### src/rtl/mux_scan_pkg.sv
// Shared types and constants for the mux scan controller.
package mux_scan_pkg;
  localparam int unsigned NCH  = 8;
  localparam int unsigned SELW = 3;

  typedef enum logic [1:0] {
    IDLE,
    LOAD,
    SAMPLE,
    DONE
  } state_t;
endpackage

### src/rtl/mux_scan_next.sv
// Finds the lowest set mask bit strictly above idx; from_start searches from bit 0 inclusive.
module mux_scan_next
  import mux_scan_pkg::*;
(
  input  logic [NCH-1:0]  mask,
  input  logic [SELW-1:0] idx,
  input  logic            from_start,
  output logic [SELW-1:0] nxt,
  output logic            found
);

  always_comb begin
    nxt   = '0;
    found = 1'b0;
    for (int unsigned i = 0; i < NCH; i++) begin
      if (!found && mask[i] && (from_start || (i > 32'(idx)))) begin
        found = 1'b1;
        nxt   = i[SELW-1:0];
      end
    end
  end

endmodule

### src/rtl/mux_scan_ctl.sv
// Scans enabled mux channels (LOAD then SAMPLE per channel) and captures y into status.
// Optional interrupt output enabled by defining MUX_SCAN_CTL_IRQ_EN.
module mux_scan_ctl
  import mux_scan_pkg::*;
(
  input  logic            clk,
  input  logic            clr_,
  input  logic            start,
  input  logic [NCH-1:0]  mask,
  input  logic            pol_in,
  input  logic            y,
`ifdef MUX_SCAN_CTL_IRQ_EN
  input  logic            irq_ack,
  output logic            irq,
`endif
  output logic [SELW-1:0] sel,
  output logic            pol,
  output logic            re_,
  output logic            me_,
  output logic            oe_,
  output logic            busy,
  output logic            done,
  output logic [NCH-1:0]  status
);

  state_t          state_q, state_d;
  logic [NCH-1:0]  mask_q;
  logic [SELW-1:0] sel_q;
  logic            pol_q;
  logic [NCH-1:0]  status_q;

  logic [SELW-1:0] first_idx, next_idx;
  logic            first_found, next_found;

  mux_scan_next u_first (
    .mask       (mask),
    .idx        ('0),
    .from_start (1'b1),
    .nxt        (first_idx),
    .found      (first_found)
  );

  mux_scan_next u_next (
    .mask       (mask_q),
    .idx        (sel_q),
    .from_start (1'b0),
    .nxt        (next_idx),
    .found      (next_found)
  );

  always_comb begin
    state_d = state_q;
    case (state_q)
      IDLE:    if (start) state_d = first_found ? LOAD : DONE;
      LOAD:    state_d = SAMPLE;
      SAMPLE:  state_d = next_found ? LOAD : DONE;
      DONE:    state_d = IDLE;
      default: state_d = IDLE;
    endcase
  end

  // sel/pol only move when a channel is actually loaded, so they hold between scans
  always_ff @(posedge clk or negedge clr_) begin
    if (!clr_) begin
      state_q  <= IDLE;
      mask_q   <= '0;
      sel_q    <= '0;
      pol_q    <= 1'b0;
      status_q <= '0;
    end else begin
      state_q <= state_d;
      case (state_q)
        IDLE: begin
          if (start) begin
            status_q <= '0;
            mask_q   <= mask;
            if (first_found) begin
              sel_q <= first_idx;
              pol_q <= pol_in;
            end
          end
        end
        SAMPLE: begin
          status_q[sel_q] <= y;
          if (next_found) sel_q <= next_idx;
        end
        default: ;
      endcase
    end
  end

`ifdef MUX_SCAN_CTL_IRQ_EN
  always_ff @(posedge clk or negedge clr_) begin
    if (!clr_)                                irq <= 1'b0;
    else if (state_q == DONE && status_q != '0) irq <= 1'b1;
    else if (irq_ack)                         irq <= 1'b0;
  end
`endif

  assign sel    = sel_q;
  assign pol    = pol_q;
  assign re_    = (state_q != LOAD);
  assign me_    = (state_q != SAMPLE);
  assign oe_    = (state_q != SAMPLE);
  assign busy   = (state_q == LOAD) || (state_q == SAMPLE);
  assign done   = (state_q == DONE);
  assign status = status_q;

endmodule

### config.mk
export PLATFORM = sky130hd
export DESIGN_NAME = mux_scan_ctl
export DESIGN_NICKNAME = d
export VERILOG_FILES = /design/src/rtl/mux_scan_pkg.sv /design/src/rtl/mux_scan_next.sv /design/src/rtl/mux_scan_ctl.sv
export SDC_FILE = /design/constraint.sdc
export NUM_CORES = 1
export LEC_CHECK = 0
export ABC_AREA = 1
export BUFFER_PORTS_ARGS = -buffer_cell sky130_fd_sc_hd__buf_2
export CAP_MARGIN = 20
export CORE_MARGIN = 2
export CORE_UTILIZATION = 25
export DETAILED_ROUTE_END_ITERATION = 10
export PLACE_DENSITY_LB_ADDON = 0.1
export SYNTH_ARGS = -nofsm -noshare
export SYNTH_HDL_FRONTEND = slang
export SYNTH_SLANG_ARGS = --single-unit
### constraint.sdc
create_clock -name clk -period 2 [get_ports clk]
set_clock_uncertainty 0.15 [all_clocks]
set_input_delay 0.2 -clock clk [delete_from_list [all_inputs] [get_ports clk]]
set_output_delay 0.2 -clock clk [all_outputs]
set_load 0.02 [all_outputs]
# [After elaboration in Yosys (flattened, before gate mapping)]
# Index checks and enable logic that the tools add are counted.
[word_totals] input_bits=13 ff_bits=22 word_cells=105
[classes] order_cmp=9 n_reduce_logical=41 eq_ne=8 mux=42
[ops] operator="3-bit two-way mux" count=15
[ops] operator="1-bit logical AND" count=21
[ops] operator="1-bit two-way mux" count=18
[ops] operator="8-bit one-hot mux with 2 select lines" count=1
[ops] operator="1-bit zero test" count=13
[ops] operator="3-bit > comparator (first input constant)" count=4
[ops] operator="8-bit bitwise mux" count=1
[ops] operator="8-bit two-way mux" count=1
[ops] operator="2-bit inequality test (second input constant)" count=4
[ops] operator="2-bit one-hot mux with 4 select lines" count=1
[ops] operator="2-bit by 3-bit > comparator with 1-bit output (first input constant)" count=2
[ops] operator="2-bit two-way mux" count=3
[ops] operator="3-bit one-hot mux with 2 select lines" count=1
[ops] operator="2-bit equality test (second input constant)" count=2
[ops] operator="3-bit by 4-bit < comparator with 1-bit output (second input constant)" count=1
[ops] operator="2-bit AND reduction" count=2
[ops] operator="4-bit AND reduction" count=1
[ops] operator="1-bit demux with 3-bit select" count=1
[ops] operator="3-bit by 1-bit >= comparator with 1-bit output (second input constant)" count=1
[ops] operator="1-bit by 3-bit > comparator with 1-bit output (first input constant)" count=1
[ops] operator="3-bit AND reduction" count=1
[ops] operator="2-bit by 1-bit equality test with 1-bit output (second input constant)" count=1
[ops] operator="2-bit zero test" count=1
[ops] operator="2-bit by 1-bit inequality test with 1-bit output (second input constant)" count=1
[ops] operator="other kinds (2)" count=2

# [Logic depth before layout (Yosys ltp)]
# Gate-level depths: netlist of run 1.
[logic_depth] depth_word=29 mapped_depth=12 depth_no_buf=11

# [Hierarchy]
# A second synthesis of run 1 with hierarchy kept.
[hier_totals] cells_unflattened=251 hier_area_um2=1687.9
[by_module_without_submodules] mod="mux_scan_ctl" seq_area_each_um2=550.5 area_each_um2=1224.9 cells_per_inst=163 instances=1
[by_module_without_submodules] mod="mux_scan_next" seq_area_each_um2=0.0 area_each_um2=231.5 cells_per_inst=44 instances=2

# [Worst setup path after synthesis of run 1]
# Ideal clock, no wire load.
[synth_timing] path_kind="register -> register" start="reg sel_q[2] (netlist: sel[2])" end="reg sel_q[1] (netlist: sel[1])" period_less_slack_ns=1.650 path_stages_with_launch=13 setup_slack_ns=0.350 arrival_time_ns=1.383 path_cell_list="dfrtp_1 > buf_2 > nand2_2 > inv_2 > nand2_2 > nand2_2 > inv_2 > nor2_4 > nand4_4 > nand2_4 > nor2_1 > nand2_1 > nand2_1"
[synth_between] elab_chain_len=29 elab_cells_between_ends=43 cone_classes="order compare (7); eq/ne (1); mux (15); reduce/logical (20)"
[synth_rtl] item="start, declared" line_no="mux_scan_ctl.sv:28" text="logic [SELW-1:0] sel_q;"
[synth_rtl] item="start signal, assigned" line_no="mux_scan_ctl.sv:78" text="sel_q <= first_idx;"
[synth_rtl] item="start signal, assigned" line_no="mux_scan_ctl.sv:85" text="if (next_found) sel_q <= next_idx;"
[synth_rtl] item="1-bit by 3-bit > comparator with 1-bit output" line_no="mux_scan_next.sv:16" text="if (!found && mask[i] && (from_start || (i > 32'(idx)))) begin"
[synth_rtl] item="1-bit logical AND" line_no="mux_scan_next.sv:16"
[synth_rtl] item="1-bit two-way mux" line_no="mux_scan_next.sv:16"
[synth_rtl] item="1-bit zero test" line_no="mux_scan_next.sv:16"
[synth_rtl] item="1-bit logical AND (2 in series)" line_no="mux_scan_next.sv:16"
[synth_rtl] item="1-bit two-way mux" line_no="mux_scan_next.sv:16"
[synth_rtl] item="1-bit zero test" line_no="mux_scan_next.sv:16"
[synth_rtl] item="1-bit logical AND (2 in series)" line_no="mux_scan_next.sv:16"
[synth_rtl] item="[... 9 more ...]"
[synth_rtl] item="1-bit zero test" line_no="mux_scan_next.sv:16"
[synth_rtl] item="1-bit logical AND (2 in series)" line_no="mux_scan_next.sv:16"
[synth_rtl] item="1-bit two-way mux" line_no="mux_scan_next.sv:16"
[synth_rtl] item="1-bit zero test" line_no="mux_scan_next.sv:16"
[synth_rtl] item="1-bit logical AND (2 in series)" line_no="mux_scan_next.sv:16"
[synth_rtl] item="1-bit two-way mux or 3-bit two-way mux (tied branches)" line_no="mux_scan_next.sv:16"
[synth_rtl] item="2-bit inequality test (no line) or 3-bit two-way mux (tied branches)"
[synth_rtl] item="4-bit AND reduction (no line) or 3-bit one-hot mux with 2 select lines (tied branches)"
# Several ways; a longest one is shown, not always the timed one. The select of a mux whose other input is x is not followed.
# A chain may end at the register's enable or synchronous reset.

# [Worst setup path after layout of run 1]
[layout_timing] start="reg state_q[0]" end="reg status_q[2] (netlist: status[2])"
[layout_between] elab_chain_len=3 elab_cells_between_ends=6 cone_classes="eq/ne (2); mux (1); reduce/logical (3)"
[layout_rtl] item="start, declared" line_no="mux_scan_ctl.sv:26" text="state_t state_q, state_d;"
[layout_rtl] item="start signal, assigned" line_no="mux_scan_ctl.sv:71" text="state_q <= state_d;"
[layout_rtl] item="2-bit equality test or 2-bit zero test (tied branches)" line_no="mux_scan_ctl.sv:72" text="case (state_q)"
[layout_rtl] item="2-bit nonzero test (no line) or 2-bit inequality test (tied branches)"
[layout_rtl] item="2-bit AND reduction (no line)"
[layout_rtl] item="end signal, assigned by index" line_no="mux_scan_ctl.sv:84" text="status_q[sel_q] <= y;"
[layout_rtl] item="end, declared" line_no="mux_scan_ctl.sv:30" text="logic [NCH-1:0] status_q;"
# Several ways; a longest one is shown, not always the timed one.

==> impl_metrics.prom, run 1 <==
# TYPE chip_impl_metric gauge
chip_impl_metric{name="timing.fmax",unit="MHz"} 558
chip_impl_metric{name="cts-hold-fix-buffers",unit=""} 1
chip_impl_info{name="cp_cell_sequence",value="inv_1 > ha_1 > nand2_1 > nand2_1 > clkinv_1 > a21oi_1 > o22ai_1"} 1
chip_impl_metric{name="final_min_period_over_clock_period",unit="%"} 89.7
chip_impl_info{name="clock_tree_from_tritoncts",value="built"} 1
chip_impl_info{name="crit_path_end_kind",value="flip-flop"} 1
chip_impl_metric{name="drt_wl_total",unit="mm"} 3.32
chip_impl_metric{name="layout-drive-gt1-share",unit="%"} 26.2
chip_impl_metric{name="grt_use_total",unit="%"} 12.5
chip_impl_info{name="cts-root-buf",value="sky130_fd_sc_hd__clkbuf_8"} 1
chip_impl_metric{name="top_level_ports",unit=""} 30
chip_impl_info{name="result_of_the_run",value="complete, no violations"} 1
chip_impl_metric{name="setup.reg_to_reg.worst_slack",unit="ns"} 0.21
chip_impl_metric{name="netlist_area_pre_place",unit="mm²"} 0.00133
chip_impl_metric{name="crit_arrival",unit="ns"} 1.79
chip_impl_info{name="worst_setup_path_category",value="flip-flop to flip-flop"} 1
chip_impl_metric{name="numPortBuffers",unit=""} 29
chip_impl_metric{name="avgViaCountPerCell",unit=""} 4.27
chip_impl_metric{name="setup_viol_count_final",unit=""} 0
chip_impl_metric{name="die_width",unit="µm"} 76.9
chip_impl_metric{name="p_per_area",unit="mW/mm²"} 1570
chip_impl_info{name="yosys.cell_count.top_type",value="sky130_fd_sc_hd__nand2_1"} 1
chip_impl_metric{name="core_area",unit="mm²"} 0.00511
chip_impl_metric{name="ys_types",unit=""} 27
chip_impl_metric{name="die_footprint",unit="mm²"} 0.00592
chip_impl_metric{name="number_of_antenna_violations_at_the_first_check_in_global_routing",unit=""} 0
chip_impl_metric{name="drt_pass_1_iters",unit=""} 4
chip_impl_metric{name="cts_made_buffers",unit=""} 3
chip_impl_metric{name="die_height",unit="µm"} 76.9
chip_impl_metric{name="detailed_place_hpwl",unit="mm"} 2.70
chip_impl_metric{name="clk_pin_slew_worst_paths",unit="ns"} 0.08
chip_impl_metric{name="async_reset_ff_share",unit="%"} 100
chip_impl_metric{name="tritoncts_num_sinks",unit=""} 21
chip_impl_info{name="rr_startpoint",value="state_q[0]"} 1
chip_impl_metric{name="p_leak",unit="nW"} 0.845
chip_impl_metric{name="cpPeakStageDelay",unit="ns"} 0.41
chip_impl_metric{name="global_route.overflow_total",unit=""} 0
chip_impl_metric{name="largest_net_degree_at_the_start_of_global_routing",unit=""} 22
chip_impl_info{name="yosys-top-cells-count",value="36 x sky130_fd_sc_hd__nand2_1, 28 x sky130_fd_sc_hd__inv_1, 21 x sky130_fd_sc_hd__dfrtp_1, 17 x sky130_fd_sc_hd__nor2_1, 12 x sky130_fd_sc_hd__o21ai_0"} 1
chip_impl_info{name="synth_area_leader_cell",value="sky130_fd_sc_hd__dfrtp_1"} 1
chip_impl_metric{name="final_period_demand_of_the_worst_path",unit="ns"} 1.79
chip_impl_metric{name="holdWs",unit="ns"} 0.0240
chip_impl_info{name="critical_path.slowest_cell",value="sky130_fd_sc_hd__dfrtp_1"} 1
chip_impl_metric{name="clock_latency",unit="ns"} 0.26
chip_impl_metric{name="timing_max_transition_violations_final",unit=""} 0
chip_impl_metric{name="mappedNetlistNets",unit=""} 195
chip_impl_info{name="cp_common_cell",value="sky130_fd_sc_hd__nand2_1"} 1
chip_impl_metric{name="detail-route-antenna-nets",unit=""} 0
chip_impl_metric{name="path_max_fanout",unit=""} 9
chip_impl_metric{name="required",unit="ns"} 1.99
chip_impl_metric{name="cts_max_path_buffers",unit=""} 2
chip_impl_metric{name="netlist_instances",unit=""} 178
chip_impl_info{name="worst_min_path_class",value="input pin to flip-flop"} 1
chip_impl_info{name="postSynth.topFlopCell",value="sky130_fd_sc_hd__dfrtp_1"} 1
chip_impl_info{name="regToRegEndpoint",value="status[2]"} 1
chip_impl_metric{name="drt_first_iter_violations",unit=""} 62
chip_impl_metric{name="first_global_vias",unit=""} 1245
chip_impl_metric{name="maximum_capacitance_violations",unit=""} 0
chip_impl_metric{name="relative_area_change_from_synthesis_to_final_layout",unit="%"} 21.3
chip_impl_metric{name="final.setup.tns",unit="ns"} 0
chip_impl_info{name="rsz0062_at_grt",value="false"} 1
chip_impl_metric{name="synth.avg_cell_area",unit="µm²"} 7.47
chip_impl_metric{name="cts_resized",unit=""} 0
chip_impl_metric{name="synth-edff-count",unit=""} 0
chip_impl_metric{name="placement_rows",unit=""} 26
chip_impl_metric{name="post_drt_wl_per_cell",unit="µm"} 11.8
chip_impl_metric{name="antenna-diode-count",unit=""} 0
chip_impl_metric{name="detail_route.drc_violations",unit=""} 0
chip_impl_metric{name="max_slew.worst_pin.slew",unit="ns"} 0.502
chip_impl_metric{name="synth_sequential_area_ratio",unit="%"} 39.5
chip_impl_metric{name="postSynthRegisterBits",unit=""} 21
chip_impl_metric{name="timing.max_slew.rel_slack",unit="%"} 66.5
chip_impl_metric{name="finalHoldViolCount",unit=""} 0
chip_impl_metric{name="top_cell_type_s_share_of_synthesized_area",unit="%"} 39.5
chip_impl_metric{name="vias",unit=""} 1196
chip_impl_info{name="crit_start",value="state_q[0]"} 1
chip_impl_metric{name="place.gp.congestion",unit=""} 0.788
chip_impl_metric{name="grt_pass1_wl",unit="mm"} 5.91
chip_impl_metric{name="finalNetCount",unit=""} 228
chip_impl_metric{name="initial_core_util",unit="%"} 26.0
chip_impl_metric{name="h-tree-depth",unit=""} 1
chip_impl_metric{name="yosys_warnings",unit=""} 0
chip_impl_metric{name="number_of_cells_on_the_worst_reg_to_reg_path",unit=""} 7
chip_impl_info{name="start_kind",value="flip-flop"} 1
chip_impl_metric{name="ir_drop",unit="mV"} 0.447
chip_impl_metric{name="post-cts-setup-buffer-count",unit=""} 0
chip_impl_info{name="crit_path_end",value="status[2]"} 1
chip_impl_info{name="netlist_top_cells_area",value="sky130_fd_sc_hd__dfrtp_1 40%, sky130_fd_sc_hd__nand2_1 10%, sky130_fd_sc_hd__inv_1 7.9%, sky130_fd_sc_hd__nor2_1 4.8%, sky130_fd_sc_hd__o21ai_0 4.5%"} 1
critical path, delay by kind of cell (launching register included):
kind / cells / cell delay (ns)
buffers and inverters: 2 / 0.35
AOI/OAI and AO/OA: 2 / 0.27
adders and majority gates: 1 / 0.26
DFF: 1 / 0.41
and+or+nand+nor: 2 / 0.24
per-stage QoR:
stage | power, mW | utilization (%) | worst slack (ns) | cells | cell area [µm²]
after floorplan | 1.87 | - | 0.350 | 178 | 1330
after CTS | 2.58 | 31.6 | 0.174 | 280 | 1610
after detailed placement | 2.27 | 30.5 | 0.200 | 275 | 1560
after global routing | 2.81 | 31.6 | 0.0168 | 280 | 1610
after global placement | 2.29 | 30.5 | 0.210 | 275 | 1560
final | 2.53 | 31.6 | 0.207 | 280 | 1610
routing by layer:
| layer | global-route usage, % | part of all wire [%] | vias to the layer above |
|---|---|---|---|
| li1 | - | - | 632 |
| met1 | 16.7 | 50 | 542 |
| met2 | 20.5 | 46 | 20 |
| met3 | 2.24 | 3.1 | 2 |
| met4 | 3.82 | 0.69 | 0 |
| met5 | 0 | 0 | - |
power by group:
part           total [mW]  switching [mW]  leakage (nW)  internal (mW)
Sequential          0.762           0.157         0.271          0.605
Clock               0.284           0.142        0.0228          0.142
Combinational        1.48           0.974         0.551          0.507
cells by family (layout without fill, tap and decap cells):
logic type | after synthesis | after routing | synth area share (%)
AND/OR/NAND/NOR | 82 | 82 | 31.1
buffers and inverters | 37 | 69 | 11.1
AO/OA/AOI/OAI | 33 | 33 | 13.6
flip-flops | 21 | 21 | 39.5
adder cells (fa/ha/maj) | 4 | 4 | 3.76
multiplexers | 1 | 1 | 0.847
worst min-delay path by stage:
stage,start,depth (start not counted),to
floorplan,clr_,0,mask_q[1]
global placement,clr_,1,status[1]
detailed placement,clr_,1,status[5]
CTS,pol_in,2,pol
global route,pol_in,2,pol
finish,pol_in,2,pol
placed cells by master (no fill, tap or decap):
cell type,instances
sky130_fd_sc_hd__o22ai_1,4
sky130_fd_sc_hd__dfrtp_1,21
sky130_fd_sc_hd__a31oi_1,4
sky130_fd_sc_hd__inv_1,28
sky130_fd_sc_hd__nand3_2,4
sky130_fd_sc_hd__nor2_4,2
sky130_fd_sc_hd__nand4_4,1
sky130_fd_sc_hd__ha_1,4
sky130_fd_sc_hd__nand2_1,36
sky130_fd_sc_hd__clkbuf_1,1
sky130_fd_sc_hd__a21oi_1,10
sky130_fd_sc_hd__nand4_1,2
sky130_fd_sc_hd__nand2_2,5
sky130_fd_sc_hd__inv_2,3
sky130_fd_sc_hd__clkbuf_8,3
sky130_fd_sc_hd__nand2_4,1
sky130_fd_sc_hd__o31ai_1,1
sky130_fd_sc_hd__nand3_1,10
sky130_fd_sc_hd__clkinv_1,1
sky130_fd_sc_hd__mux2_2,1
sky130_fd_sc_hd__o221ai_1,1
sky130_fd_sc_hd__buf_4,3
sky130_fd_sc_hd__o21ai_1,1
sky130_fd_sc_hd__nor2_1,17
sky130_fd_sc_hd__o21ai_0,12
sky130_fd_sc_hd__nor2_2,3
sky130_fd_sc_hd__dlygate4sd3_1,1
sky130_fd_sc_hd__nand3b_1,1
sky130_fd_sc_hd__buf_2,29
layout make-up:
cell class	count	area [µm²]
fillers	598	3490
multi-input cells	120	657
flip-flops and latches	21	526
repair buffers	33	178
inverters	32	120
well taps	70	87.6
clock buffers	4	45.0
state kept, by name (all words and copies together) (netlist names):
signal / flops
status: 8
mask_q: 7
state_q: 2
pol: 1
sel: 3
(Power assumes the default switching activity.)
==> run 2: changes to the inputs <==
CORE_MARGIN = unset   (was 2)
clock period = 1.5 ns   (was 2 ns; I/O delays follow)
==> run 2 against run 1 <==
The run now ends with negative setup slack left. Design area is 38% higher. Maximum frequency is 13% higher. Total power is 88% higher. Die area is 5.1% lower. Non-clock buffer count is 47 higher. Sequential cell count stayed put. Setup slack worse by 0.30 ns. Sequential power is 36% higher. Clock power is 38% higher. Utilization is 12 points higher. Wire length is 15% higher. Critical path type unchanged. Critical endpoint is now status[7]. Largest power group unchanged.
==> impl_metrics.prom, run 2 (same netlist as run 1, synthesis figures left out) <==
# TYPE chip_impl_metric gauge
chip_impl_info{name="result_of_the_run",value="finished, violations left"} 1
chip_impl_info{name="violations",value="negative setup slack"} 1
chip_impl_metric{name="post-layout-total-power",unit="mW"} 4.76
chip_impl_info{name="worst_setup_path_category",value="flip-flop to flip-flop"} 1
chip_impl_metric{name="tritoncts_num_sinks",unit=""} 21
chip_impl_metric{name="drt_first_iter_violations",unit=""} 43
chip_impl_metric{name="p_leak",unit="nW"} 1.11
chip_impl_metric{name="worstHoldPathCells",unit=""} 3
chip_impl_metric{name="cts_made_buffers",unit=""} 3
chip_impl_metric{name="number_of_antenna_violations_at_the_first_check_in_global_routing",unit=""} 0
chip_impl_metric{name="post_drt_wl_per_cell",unit="µm"} 11.6
chip_impl_metric{name="setup_viol_count_final",unit=""} 11
chip_impl_metric{name="p_per_area",unit="mW/mm²"} 2130
chip_impl_info{name="most_frequent_standard_cell_in_the_layout_excluding_fill_and_tap_cells",value="sky130_fd_sc_hd__buf_4"} 1
chip_impl_metric{name="core_area",unit="mm²"} 0.00511
chip_impl_metric{name="clock_latency",unit="ns"} 0.26
chip_impl_metric{name="drt_pass_1_iters",unit=""} 4
chip_impl_metric{name="final.setup.tns",unit="ns"} -0.594
chip_impl_info{name="worst_min_path_class",value="input pin to flip-flop"} 1
chip_impl_metric{name="numPortBuffers",unit=""} 29
chip_impl_metric{name="finalNetCount",unit=""} 276
chip_impl_metric{name="grt_use_total",unit="%"} 15.6
chip_impl_metric{name="maximum_capacitance_violations",unit=""} 0
chip_impl_metric{name="relative_area_change_from_synthesis_to_final_layout",unit="%"} 67.8
chip_impl_metric{name="layout-drive-gt1-share",unit="%"} 53.1
chip_impl_metric{name="cts_max_path_buffers",unit=""} 2
chip_impl_metric{name="placement.cell_area",unit="mm²"} 0.00180
chip_impl_metric{name="number_of_flip_flops_in_the_largest_register",unit=""} 8
chip_impl_metric{name="grt_pass1_wl",unit="mm"} 6.47
chip_impl_metric{name="detailed_place_hpwl",unit="mm"} 2.72
chip_impl_metric{name="timing.fmax",unit="MHz"} 629
chip_impl_metric{name="place.gp.congestion",unit=""} 0.758
chip_impl_metric{name="global_route.overflow_total",unit=""} 0
chip_impl_metric{name="first_global_vias",unit=""} 1378
chip_impl_info{name="cts-root-buf",value="sky130_fd_sc_hd__clkbuf_8"} 1
chip_impl_metric{name="avgViaCountPerCell",unit=""} 4.18
chip_impl_metric{name="final_design_area_no_fill",unit="mm²"} 0.00223
chip_impl_info{name="highest_count_cells_in_the_layout_ignoring_fill_and_taps",value="39 x sky130_fd_sc_hd__buf_4, 29 x sky130_fd_sc_hd__nand2_1, 24 x sky130_fd_sc_hd__buf_2, 22 x sky130_fd_sc_hd__inv_1, 17 x sky130_fd_sc_hd__dfrtp_1"} 1
chip_impl_metric{name="path_max_fanout",unit=""} 4
chip_impl_metric{name="final_cells",unit=""} 328
chip_impl_metric{name="detail_route.drc_violations",unit=""} 0
chip_impl_metric{name="detail-route-antenna-nets",unit=""} 0
chip_impl_metric{name="h-tree-depth",unit=""} 1
chip_impl_metric{name="die_width",unit="µm"} 74.9
chip_impl_metric{name="largest_net_degree_at_the_start_of_global_routing",unit=""} 22
chip_impl_metric{name="ir_drop",unit="mV"} 0.705
chip_impl_metric{name="vias",unit=""} 1370
chip_impl_metric{name="timing.max_slew.rel_slack",unit="%"} 66.9
chip_impl_info{name="start_kind",value="flip-flop"} 1
chip_impl_metric{name="fin_ws",unit="ns"} -0.0904
chip_impl_info{name="rsz0062_at_grt",value="true"} 1
chip_impl_metric{name="clk_pin_slew_worst_paths",unit="ns"} 0.09
chip_impl_info{name="crit_path_end_kind",value="flip-flop"} 1
chip_impl_metric{name="required",unit="ns"} 1.51
chip_impl_info{name="clock_tree_from_tritoncts",value="built"} 1
chip_impl_metric{name="dp.cells",unit=""} 305
chip_impl_metric{name="top_level_ports",unit=""} 30
chip_impl_metric{name="drt_wl_total",unit="mm"} 3.81
chip_impl_metric{name="final_period_demand_of_the_worst_path",unit="ns"} 1.59
chip_impl_metric{name="number_of_cells_on_the_worst_reg_to_reg_path",unit=""} 8
chip_impl_metric{name="initial_core_util",unit="%"} 26.0
chip_impl_metric{name="die_footprint",unit="mm²"} 0.00562
chip_impl_metric{name="crit_arrival",unit="ns"} 1.60
chip_impl_metric{name="max_slew.worst_pin.slew",unit="ns"} 0.497
chip_impl_metric{name="placement_rows",unit=""} 26
chip_impl_metric{name="final_min_period_over_clock_period",unit="%"} 106
chip_impl_metric{name="holdWs",unit="ns"} 0.0114
chip_impl_metric{name="antenna-diode-count",unit=""} 0
chip_impl_metric{name="die_height",unit="µm"} 74.9
chip_impl_metric{name="finalHoldViolCount",unit=""} 0
chip_impl_metric{name="timing_max_transition_violations_final",unit=""} 0
==> run 2: changes by cell type in the layout (fill, tap and decap cells not counted), sizes merged <==
cell | before | now
buf | 32 | 78
inv | 31 | 33
dlygate4sd3 | 1 | 2
clkinv | 1 | 0
==> run 2: path summary, 6_finish.rpt <==
path                       startpoint        end  slack, ns
setup / recovery           state_q[1]  status[7]      -0.09
hold / removal                mask[7]  mask_q[7]       0.01
setup reg to reg           state_q[1]  status[7]      -0.09
hold reg to reg             mask_q[4]  mask_q[4]       0.34
max in group asynchronous        clr_     sel[1]       0.60
min in group asynchronous        clr_  status[5]       0.22
==> run 2: what timing repair did <==
item,in CTS,in global routing
hold buffers,2,0
setup buffers,14,5
endpoints found under the hold margin,22,0
setup endpoints to repair,17,20
gates cloned,1,0
resized for setup,40,30
pin swaps,9,9
==> run 2: worst max-delay path, stage by stage (launching register included) <==
cell and delay [ns]:
sky130_fd_sc_hd__dfrtp_2 0.45, sky130_fd_sc_hd__buf_6 0.13, sky130_fd_sc_hd__ha_4 0.17, sky130_fd_sc_hd__buf_6 0.13, sky130_fd_sc_hd__nand2_8 0.07, sky130_fd_sc_hd__nand2_8 0.08, sky130_fd_sc_hd__buf_6 0.13, sky130_fd_sc_hd__a31oi_1 0.12
sky130_fd_sc_hd__a31oi_1 0.05
==> run 2: routing by layer <==
metal	part of all wire, %	up-vias	global-route usage [%]
met2	49	23	25.9
met5	0	-	0
met4	0.92	0	4.40
li1	-	734	-
met1	47	609	20.8
met3	2.5	4	2.54
==> run 2: area by class of cell <==
type	count	area, µm²
timing repair inverter	1	11.3
clock buffer	4	45.0
multi-input combinational	120	815
tap	70	87.6
timing repair buffer	80	606
fill	537	2880
inverter	32	138
sequential	21	531
==> run 2: report_power, final <==
group / leakage (nW) / switching [mW] / internal, mW
sequential: 0.266 / 0.219 / 0.816
combinational: 0.823 / 1.79 / 1.55
clock: 0.0228 / 0.202 / 0.190
total: 1.11 / 2.21 / 2.55
==> run 2: through the flow <==
step,utilization (%),setup WS (ns)
after floorplan,-,-0.0694
after global placement,35.2,-0.120
after detailed placement,35.2,-0.0842
after CTS,41.0,-0.0599
after global routing,43.7,-0.211
final,43.7,-0.0904
